**config.mk**
```make
export PLATFORM = sky130hd
export DESIGN_NAME = mem_arbiter_flat
export DESIGN_NICKNAME = d
export VERILOG_FILES = /design/src/rtl/mem_arbiter_if.sv /design/src/rtl/mem_arbiter.sv /design/src/flat_wrapper.sv
export SDC_FILE = /design/constraint.sdc
export NUM_CORES = 1
export LEC_CHECK = 0
export CAP_MARGIN = 0
export CORE_MARGIN = 2
export CORE_UTILIZATION = 39
export CTS_CLUSTER_DIAMETER = 30
export DETAILED_ROUTE_END_ITERATION = 10
export GPL_ROUTABILITY_DRIVEN = 1
export PLACE_DENSITY = 0.73
export SLEW_MARGIN = 5
export SYNTH_ARGS = -nofsm -noshare
export SYNTH_HDL_FRONTEND = slang
export SYNTH_SLANG_ARGS = --single-unit
```
**constraint.sdc**
```tcl
create_clock -name clk -period 2.45 [get_ports clk]
set_input_delay 0.49 -clock clk [delete_from_list [all_inputs] [get_ports clk]]
set_output_delay 0.49 -clock clk [all_outputs]
set_load 0.02 [all_outputs]
```
**src/rtl/mem_arbiter_if.sv**
```systemverilog
// Bundle of the two client ports (instruction fetch and data) and the shared
// memory port of mem_arbiter.
//   slave  : arbiter side (consumes client requests and memory completions).
//   master : environment side (clients plus shared memory).
// Client side : ireq/iaddr, dreq/dwr/daddr/dwdata, halt  -> arbiter
//               idone/irdata, ddone/drdata, istall/dstall, halt_idle, err <- arbiter
// Memory side : mem_req/mem_wr/mem_addr/mem_wdata <- arbiter
//               mem_done/mem_rdata -> arbiter
interface mem_arbiter_if;
    logic        ireq;
    logic [15:0] iaddr;
    logic        dreq;
    logic        dwr;
    logic [15:0] daddr;
    logic [15:0] dwdata;
    logic        halt;
    logic        mem_done;
    logic [15:0] mem_rdata;
    logic        mem_req;
    logic        mem_wr;
    logic [15:0] mem_addr;
    logic [15:0] mem_wdata;
    logic        idone;
    logic        ddone;
    logic [15:0] irdata;
    logic [15:0] drdata;
    logic        istall;
    logic        dstall;
    logic        halt_idle;
    logic        err;

    modport slave (
        input  ireq, iaddr, dreq, dwr, daddr, dwdata, halt, mem_done, mem_rdata,
        output mem_req, mem_wr, mem_addr, mem_wdata, idone, ddone, irdata, drdata,
               istall, dstall, halt_idle, err
    );

    modport master (
        output ireq, iaddr, dreq, dwr, daddr, dwdata, halt, mem_done, mem_rdata,
        input  mem_req, mem_wr, mem_addr, mem_wdata, idone, ddone, irdata, drdata,
               istall, dstall, halt_idle, err
    );
endinterface

```
**src/rtl/mem_arbiter.sv**
```systemverilog
// Two-client (instruction fetch / data) arbiter for a single shared memory.
// Data requests win by default; after DSTREAK consecutive data grants while a
// fetch is pending, the fetch wins once. A stuck memory (no mem_done within
// TIMEOUT busy cycles) or a spurious mem_done traps the arbiter in a sticky
// error state that only rst clears.
// Ports:
//   clk  : clock, rising edge
//   rst  : asynchronous active-high reset
//   bus  : mem_arbiter_if.slave, client and memory signals
module mem_arbiter #(
    parameter int unsigned TIMEOUT = 64,
    parameter int unsigned DSTREAK = 2
) (
    input  logic            clk,
    input  logic            rst,
    mem_arbiter_if.slave    bus
);

    localparam int unsigned CntW    = $clog2(TIMEOUT + 1);
    localparam logic [CntW-1:0] CntLast = CntW'(TIMEOUT - 1);
    localparam logic [CntW-1:0] CntOne  = CntW'(1);
    localparam logic [1:0]      StreakMax = 2'(DSTREAK);

    typedef enum logic [1:0] {StIdle, StIBusy, StDBusy, StErr} state_e;

    state_e          state_q, state_d;
    logic [CntW-1:0] cnt_q, cnt_d;
    logic [1:0]      streak_q, streak_d;
    logic            mem_req_q, mem_req_d;
    logic            mem_wr_q, mem_wr_d;
    logic [15:0]     mem_addr_q, mem_addr_d;
    logic [15:0]     mem_wdata_q, mem_wdata_d;
    logic            idone_q, idone_d;
    logic            ddone_q, ddone_d;
    logic [15:0]     irdata_q, irdata_d;
    logic [15:0]     drdata_q, drdata_d;
    logic            err_q, err_d;
    logic            grant_i, grant_d;

    always_ff @(posedge clk or posedge rst) begin
        if (rst) begin
            state_q     <= StIdle;
            cnt_q       <= '0;
            streak_q    <= '0;
            mem_req_q   <= 1'b0;
            mem_wr_q    <= 1'b0;
            mem_addr_q  <= '0;
            mem_wdata_q <= '0;
            idone_q     <= 1'b0;
            ddone_q     <= 1'b0;
            irdata_q    <= '0;
            drdata_q    <= '0;
            err_q       <= 1'b0;
        end else begin
            state_q     <= state_d;
            cnt_q       <= cnt_d;
            streak_q    <= streak_d;
            mem_req_q   <= mem_req_d;
            mem_wr_q    <= mem_wr_d;
            mem_addr_q  <= mem_addr_d;
            mem_wdata_q <= mem_wdata_d;
            idone_q     <= idone_d;
            ddone_q     <= ddone_d;
            irdata_q    <= irdata_d;
            drdata_q    <= drdata_d;
            err_q       <= err_d;
        end
    end

    always_comb begin
        state_d     = state_q;
        cnt_d       = cnt_q;
        streak_d    = streak_q;
        mem_req_d   = 1'b0;
        mem_wr_d    = mem_wr_q;
        mem_addr_d  = mem_addr_q;
        mem_wdata_d = mem_wdata_q;
        idone_d     = 1'b0;
        ddone_d     = 1'b0;
        irdata_d    = irdata_q;
        drdata_d    = drdata_q;
        err_d       = err_q;
        grant_i     = 1'b0;
        grant_d     = 1'b0;

        unique case (state_q)
            StIdle: begin
                if (bus.mem_done) begin
                    // Completion with nothing outstanding.
                    state_d = StErr;
                    err_d   = 1'b1;
                end else if (!idone_q && !ddone_q) begin
                    // No grant in the done-pulse cycle: the finishing client
                    // still holds its request level there.
                    grant_i = bus.ireq && !bus.halt && (!bus.dreq || streak_q == StreakMax);
                    grant_d = bus.dreq && !grant_i;
                    if (grant_i) begin
                        state_d     = StIBusy;
                        mem_req_d   = 1'b1;
                        mem_wr_d    = 1'b0;
                        mem_addr_d  = bus.iaddr;
                        mem_wdata_d = '0;
                        cnt_d       = '0;
                        streak_d    = '0;
                    end else if (grant_d) begin
                        state_d     = StDBusy;
                        mem_req_d   = 1'b1;
                        mem_wr_d    = bus.dwr;
                        mem_addr_d  = bus.daddr;
                        mem_wdata_d = bus.dwdata;
                        cnt_d       = '0;
                        if (!bus.ireq) begin
                            streak_d = '0;
                        end else if (streak_q != StreakMax) begin
                            streak_d = streak_q + 2'd1;
                        end
                    end
                end
            end
            StIBusy, StDBusy: begin
                if (bus.mem_done) begin
                    state_d = StIdle;
                    if (state_q == StIBusy) begin
                        irdata_d = bus.mem_rdata;
                        idone_d  = 1'b1;
                    end else begin
                        if (!mem_wr_q) begin
                            drdata_d = bus.mem_rdata;
                        end
                        ddone_d = 1'b1;
                    end
                end else if (cnt_q == CntLast) begin
                    state_d = StErr;
                    err_d   = 1'b1;
                end else begin
                    cnt_d = cnt_q + CntOne;
                end
            end
            StErr: begin
                err_d = 1'b1;
            end
            default: begin
                state_d = StErr;
                err_d   = 1'b1;
            end
        endcase
    end

    assign bus.mem_req   = mem_req_q;
    assign bus.mem_wr    = mem_wr_q;
    assign bus.mem_addr  = mem_addr_q;
    assign bus.mem_wdata = mem_wdata_q;
    assign bus.idone     = idone_q;
    assign bus.ddone     = ddone_q;
    assign bus.irdata    = irdata_q;
    assign bus.drdata    = drdata_q;
    assign bus.err       = err_q;
    assign bus.istall    = bus.ireq & ~idone_q;
    assign bus.dstall    = bus.dreq & ~ddone_q;
    assign bus.halt_idle = (state_q == StIdle) & bus.halt;

endmodule

```
**src/flat_wrapper.sv**
```systemverilog
// flat-port wrapper written by rule: the top's interface ports become plain ports
module mem_arbiter_flat 
#(
    parameter int unsigned TIMEOUT = 64,
    parameter int unsigned DSTREAK = 2
)
  (clk, rst, bus_ireq, bus_iaddr, bus_dreq, bus_dwr, bus_daddr, bus_dwdata, bus_halt, bus_mem_done, bus_mem_rdata, bus_mem_req, bus_mem_wr, bus_mem_addr, bus_mem_wdata, bus_idone, bus_ddone, bus_irdata, bus_drdata, bus_istall, bus_dstall, bus_halt_idle, bus_err);
  mem_arbiter_if bus_i ();
  input  logic clk;
  input  logic rst;
  input wire logic [$bits(bus_i.ireq)-1:0] bus_ireq;
  input wire logic [$bits(bus_i.iaddr)-1:0] bus_iaddr;
  input wire logic [$bits(bus_i.dreq)-1:0] bus_dreq;
  input wire logic [$bits(bus_i.dwr)-1:0] bus_dwr;
  input wire logic [$bits(bus_i.daddr)-1:0] bus_daddr;
  input wire logic [$bits(bus_i.dwdata)-1:0] bus_dwdata;
  input wire logic [$bits(bus_i.halt)-1:0] bus_halt;
  input wire logic [$bits(bus_i.mem_done)-1:0] bus_mem_done;
  input wire logic [$bits(bus_i.mem_rdata)-1:0] bus_mem_rdata;
  output wire logic [$bits(bus_i.mem_req)-1:0] bus_mem_req;
  output wire logic [$bits(bus_i.mem_wr)-1:0] bus_mem_wr;
  output wire logic [$bits(bus_i.mem_addr)-1:0] bus_mem_addr;
  output wire logic [$bits(bus_i.mem_wdata)-1:0] bus_mem_wdata;
  output wire logic [$bits(bus_i.idone)-1:0] bus_idone;
  output wire logic [$bits(bus_i.ddone)-1:0] bus_ddone;
  output wire logic [$bits(bus_i.irdata)-1:0] bus_irdata;
  output wire logic [$bits(bus_i.drdata)-1:0] bus_drdata;
  output wire logic [$bits(bus_i.istall)-1:0] bus_istall;
  output wire logic [$bits(bus_i.dstall)-1:0] bus_dstall;
  output wire logic [$bits(bus_i.halt_idle)-1:0] bus_halt_idle;
  output wire logic [$bits(bus_i.err)-1:0] bus_err;
  assign bus_i.ireq = bus_ireq;
  assign bus_i.iaddr = bus_iaddr;
  assign bus_i.dreq = bus_dreq;
  assign bus_i.dwr = bus_dwr;
  assign bus_i.daddr = bus_daddr;
  assign bus_i.dwdata = bus_dwdata;
  assign bus_i.halt = bus_halt;
  assign bus_i.mem_done = bus_mem_done;
  assign bus_i.mem_rdata = bus_mem_rdata;
  assign bus_mem_req = bus_i.mem_req;
  assign bus_mem_wr = bus_i.mem_wr;
  assign bus_mem_addr = bus_i.mem_addr;
  assign bus_mem_wdata = bus_i.mem_wdata;
  assign bus_idone = bus_i.idone;
  assign bus_ddone = bus_i.ddone;
  assign bus_irdata = bus_i.irdata;
  assign bus_drdata = bus_i.drdata;
  assign bus_istall = bus_i.istall;
  assign bus_dstall = bus_i.dstall;
  assign bus_halt_idle = bus_i.halt_idle;
  assign bus_err = bus_i.err;
  mem_arbiter #(.TIMEOUT(TIMEOUT), .DSTREAK(DSTREAK)) u_core (.clk(clk), .rst(rst), .bus(bus_i));
endmodule
```
==> results of run 1 <==
cells by family (layout without fill, tap and decap cells):
family	count (synthesis)	in the layout	synth area share
compound gates	62	62	0.110
mux	48	48	0.148
buf+inv	22	177	0.0316
simple gates	87	87	0.124
fa+ha+maj	5	5	0.0178
flops	80	80	0.568
registers in the layout, indices dropped and copies added (netlist names):
signal and count:
u_core.bus.mem_wr 1, u_core.bus.drdata 16, u_core.streak_q 2, u_core.cnt_q 7
u_core.bus.irdata 16, u_core.bus.ddone 1, u_core.bus.mem_addr 16, u_core.bus.mem_req 1
u_core.bus.idone 1, u_core.state_q 2, u_core.bus.err 1, u_core.bus.mem_wdata 16
cell type report:
cell class | count | area, µm² | share of cell area
tap | 108 | 135 | 0.0254
clock inverter | 5 | 31.3 | 0.00588
sequential | 80 | 2000 | 0.376
inverter | 8 | 33.8 | 0.00635
clock buffer | 11 | 151 | 0.0285
timing repair buffer | 153 | 1550 | 0.292
multi-input combinational | 202 | 1410 | 0.265
layout by cell type (no fill, tap or decap), types with 2 or more instances in the layout:
cell type        instances
o21ai_0                 29
nor2_1                   6
a21oi_1                  3
a2bb2oi_1                4
mux2_2                  22
and3_1                   2
buf_4                    7
inv_1                    7
clkinv_2                 3
a22o_1                   2
nor2b_4                  2
mux2_1                  10
nand2_1                 57
a21boi_0                 2
buf_12                   4
o21ai_1                 12
clkinvlp_4               2
dfrtp_1                 80
ha_1                     5
nand3_1                  6
mux2i_1                 16
clkdlybuf4s50_1        142
clkbuf_8                11
and2_1                   2
worst register-to-register path: cells and delay by family (launching register included):
family	cells	cell delay (ps)
AO/OA/AOI/OAI	2	710
AND/OR/NAND/NOR	2	340
buffers and inverters	1	70
flip-flops	1	420
adder cells (fa/ha/maj)	1	490
worst min-delay path by stage:
stage / end / slack, ps / cells past startpoint
floorplan: u_core.streak_q[0] / 440 / 1
global placement: u_core.streak_q[0] / 450 / 1
detailed placement: u_core.streak_q[0] / 470 / 1
CTS: u_core.bus.mem_wdata[0] / 490 / 2
global route: u_core.bus.drdata[14] / 510 / 1
finish: u_core.bus.mem_addr[13] / 480 / 2
routing by layer:
layer,vias to the layer above,part of all wire
met4,0,0.017
li1,1354,-
met2,120,0.45
met3,12,0.11
met1,1339,0.42
met5,-,0
power groups by stage:
stage          combinational [mW]  sequential, mW  clock [mW]
5_1_grt                      3.59            2.33       0.982
3_3_place_gp                 3.29            2.25           0
6_report                     3.32            2.26       0.877
4_1_cts                      3.37            2.26       0.914
2_1_floorplan                1.12            2.93           0
3_5_place_dp                 3.36            2.28           0
metrics by stage:
step           worst slack (ps)   util  cell area [µm²]  power, mW  std cells
2_1_floorplan               745      -             3530       4.05        304
3_3_place_gp                199  0.589             5130       5.53        551
3_5_place_dp                205  0.589             5130       5.63        551
4_1_cts                     141  0.610             5320       6.54        567
5_1_grt                    15.6  0.610             5320       6.90        567
6_report                    155  0.610             5320       6.45        567
==> flow_summary.toml, run 1 <==
[setup_path]
arrival_ps = 1810
crit_family = "buffers and inverters"
critPathBufInv = 2
worst_setup_path_start_kind = "register"
cp_cell_sequence = "inv_1, ha_1, and2_1, clkdlybuf4s50_1"
reg2reg_to = "u_core.cnt_q[0]"
r2r_start = "u_core.state_q[0]"
crit_required_ps = 1960
cp_slowest_cell = "clkdlybuf4s50_1"
end_kind = "output pin"
worstRegToRegCells = 6
crit_start = "u_core.state_q[0]"
path_class = "reg2out"
cp.depth = 4
regToRegSetupSlack_ps = 380
crit_path_max_fanout = 4
crit_path_end = "bus_halt_idle"
max_stage_delay_ps = 600

[global_routing]
grt_pass1_wl_um = 13700
busiest_layer = "met2"
use_met3 = 0.0794
antenna_found_initial = 0
grt_max_degree = 81
grt_pass1_vias = 2916
track_usage = 0.176
grt_use_met1 = 0.210
overflow = 0
use_met2 = 0.278

[sta]
tns_ps = 0
maxSlewViolCount = 0
rsz0062_at_grt = "no"
fin_skew_ps = 11.4
finalHoldViolations = 0
setup_viol = 0
worst_slew_pin_slew_ps = 492
relSlewSlack = 0.663
fmax_mhz = 436
finalCriticalPeriod_ps = 2300
period_share = 0.937
holdWs_ps = 481

[floorplanning]
die-width_um = 99.1
fp.dieArea_um2 = 9810
num_rows = 34
fp.coreArea_um2 = 8720
die_h_um = 99.1
pin_count = 143
initial_core_util = 0.404

[clock_network]
hold_buffers = 0
htreeDepth = 3
cts_root_buf = "clkbuf_8"
cts_buffers = 9
cts_tree = "yes"
post_cts.repair.setup_buffers = 0
clkTransAtPathRegs_ps = 70
clk_latency_ps = 340
post_cts_resized = 0
cts_sinks = 80
clock_path_buffers = 2

[synth]
synth_cell_types = 44
synth_area_um2 = 3520
yosysTopAreaCell = "dfrtp_1"
synthCells = 304
synth_edf_count = 0
yosysMostFrequentCell = "dfrtp_1"
yosys-top-cells-count = "dfrtp_1, nand2_1, o21ai_0"
postSynth.asyncResetShare = 1.00
syn_nets = 380
synth.top_cell.area_share = 0.568
avgSynthCellArea_um2 = 11.6
ys_seq_area_frac = 0.568
ys_warn_count = 0
synth_ff_type = "dfrtp_1"
synth-seq-cells = 80
synthTopCellsByArea = "dfrtp_1, mux2_2, nand2_1, mux2i_1, o21ai_0"

[final_layout]
n_antenna_cell = 0
fillers = 727
nets = 530
syn_to_final_growth_pct = 50.9
drive_above_1_share = 0.133

[power]
power_frac_seq = 0.350
pwr-share-clk = 0.136
comb_power_share = 0.514
switching_power_mw = 2.44
leakagePower_nw = 2.42
intPower_mw = 4.01
vdd_drop_max_mv = 0.666
switching_share = 0.379
p_per_area_nw_per_um2 = 1210

[routing]
dr.first_iter.drc_count = 62
routed_wl_um = 8280
drc = 0
antenna_left = 0
post_drt_wl_per_cell_um = 14.6
vias = 2825
vias_per_cell = 4.98
dr.pass1.iters = 4

[job]
drv_cap = 0

[placement]
place_congestion = 0.788
port_buffers = 142
hpwl_um = 6000

[worst_hold_path]
hp-class = "reg2reg"
min-delay-start = "u_core.bus.mem_addr[13]"

[status]
status = "finished clean"
(Power assumes the default switching activity.)
==> inputs of run 2 (changes only) <==
--- a/config.mk
+++ b/config.mk
@@ -6,11 +6,10 @@
 export NUM_CORES = 1
 export LEC_CHECK = 0
 export CAP_MARGIN = 0
-export CORE_MARGIN = 2
+export CORE_MARGIN = 3
 export CORE_UTILIZATION = 39
 export CTS_CLUSTER_DIAMETER = 30
 export DETAILED_ROUTE_END_ITERATION = 10
-export GPL_ROUTABILITY_DRIVEN = 1
 export PLACE_DENSITY = 0.73
 export SLEW_MARGIN = 5
 export SYNTH_ARGS = -nofsm -noshare
==> run 2 against run 1 <==
  * Clock skew is essentially flat
  * Via count shrank 1.6%
  * Worst setup slack gained 16 ps
  * Flip-flop and latch count is the same
  * Total power grew 1.1%
  * Non-clock buffer count shrank 1
  * Clock power grew 8.2%
  * Register-to-register slack gained 100 ps
  * Hold slack gained 3.0 ps
==> flow_summary.toml, run 2 (synthesis results as in run 1) <==
[sta]
tns_ps = 0
maxSlewViolCount = 0
fin_skew_ps = 11.6
finalCriticalPeriod_ps = 2280
period_share = 0.930
timing.final.ws_setup_ps = 171
setup_viol = 0
relSlewSlack = 0.712
finalHoldViolations = 0
worst_slew_pin_slew_ps = 432
rsz0062_at_grt = "no"
fmax_mhz = 439

[routing]
dr.first_iter.drc_count = 64
antenna_left = 0
dr.pass1.iters = 4
vias_per_cell = 4.91
routed_wl_um = 8530
drc = 0
vias = 2779
post_drt_wl_per_cell_um = 15.1

[placement]
hpwl_um = 6180
port_buffers = 142
place_congestion = 0.780
place_area_um2 = 5110
dp_slack_ps = 174

[global_routing]
grt_pass1_wl_um = 13700
grt_pass1_vias = 2832
track_usage = 0.169
overflow = 0
grt_max_degree = 81
antenna_found_initial = 0

[worst_hold_path]
min-delay-start = "u_core.streak_q[0]"
hp-class = "reg2reg"
whs_path_depth = 1

[clock_network]
clock_path_buffers = 2
post_cts.repair.setup_buffers = 0
hold_buffers = 0
cts_tree = "yes"
post_cts_resized = 0
cts_root_buf = "clkbuf_8"
clkTransAtPathRegs_ps = 80
cts_buffers = 9
htreeDepth = 3
cts_sinks = 80
clk_latency_ps = 340

[floorplanning]
initial_core_util = 0.402
die_h_um = 101
fp.coreArea_um2 = 8760
pin_count = 143
fp.dieArea_um2 = 10200
num_rows = 34
die-width_um = 101

[setup_path]
worst_setup_path_start_kind = "register"
r2r_start = "u_core.state_q[0]"
reg2reg_to = "u_core.bus.drdata[4]"
worstRegToRegCells = 6
crit_path_end = "bus_halt_idle"
path_class = "reg2out"
crit_start = "u_core.state_q[0]"
regToRegSetupSlack_ps = 480
crit_required_ps = 1960
crit_path_max_fanout = 4
arrival_ps = 1790
end_kind = "output pin"

[final_layout]
mostFrequentLayoutCell = "clkdlybuf4s50_1"
drive_above_1_share = 0.127
fillers = 737
n_antenna_cell = 0
multiInputGateArea_um2 = 1410
seqCellArea_um2 = 2000
syn_to_final_growth_pct = 50.5
nets = 529
final_cell_mix = "clkdlybuf4s50_1, dfrtp_1, nand2_1, o21ai_0, mux2_2"
stdcell_area_um2 = 5300

[power]
power_mw = 6.52
vdd_drop_max_mv = 0.683
leakagePower_nw = 2.40
p_per_area_nw_per_um2 = 1230

[job]
drv_cap = 0

[status]
status = "finished clean"
run 2: cell types whose count changed in the layout (fill, tap and decap cells not counted), sizes merged:
cell / before / now
bufinv: 0 / 1
clkinvlp: 2 / 4
buf: 11 / 10
clkinv: 4 / 1
run 2: layout make-up:
type / instances / share of cell area
inverters: 8 / 0.00637
clock inverters: 5 / 0.0109
multi-input cells: 202 / 0.266
clock buffers: 11 / 0.0248
well taps: 108 / 0.0255
flip-flops and latches: 80 / 0.377
repair buffers: 152 / 0.289
run 2: through the flow:
step | utilization | cells | hold slack, ps
3_5_place_dp | 0.584 | 550 | 468
6_report | 0.605 | 566 | 484
2_1_floorplan | - | 304 | 438
4_1_cts | 0.605 | 566 | 480
5_1_grt | 0.605 | 566 | 488
3_3_place_gp | 0.584 | 550 | 454
run 2: critical path, stage by stage, from the launching register on:
cell and delay [ps]:
dfrtp_1 420, inv_1 70, ha_1 210, and2_1 140, clkdlybuf4s50_1 600
run 2: worst min-delay path by stage:
stage	endpoint	slack (ps)
6_report	u_core.streak_q[0]	480
4_1_cts	u_core.streak_q[0]	480
2_1_floorplan	u_core.streak_q[0]	440
3_3_place_gp	u_core.streak_q[0]	450
5_1_grt	u_core.streak_q[0]	490
3_5_place_dp	u_core.bus.err	470
run 2: report_power, final:
group | leakage [nW] | internal [mW] | total [mW] | switching, mW
logic | 1.32 | 1.66 | 3.32 | 1.66
clock network | 0.0856 | 0.470 | 0.949 | 0.479
registers | 0.994 | 1.92 | 2.26 | 0.338
total | 2.40 | 4.05 | 6.52 | 2.48
run 2: routing by layer:
| layer | wire, µm | vias to the layer above | track usage |
|---|---|---|---|
| met5 | 0 | - | 0 |
| li1 | - | 1348 | - |
| met4 | 86 | 0 | 0.0613 |
| met3 | 983 | 8 | 0.0727 |
| met2 | 3910 | 115 | 0.261 |
| met1 | 3550 | 1308 | 0.212 |
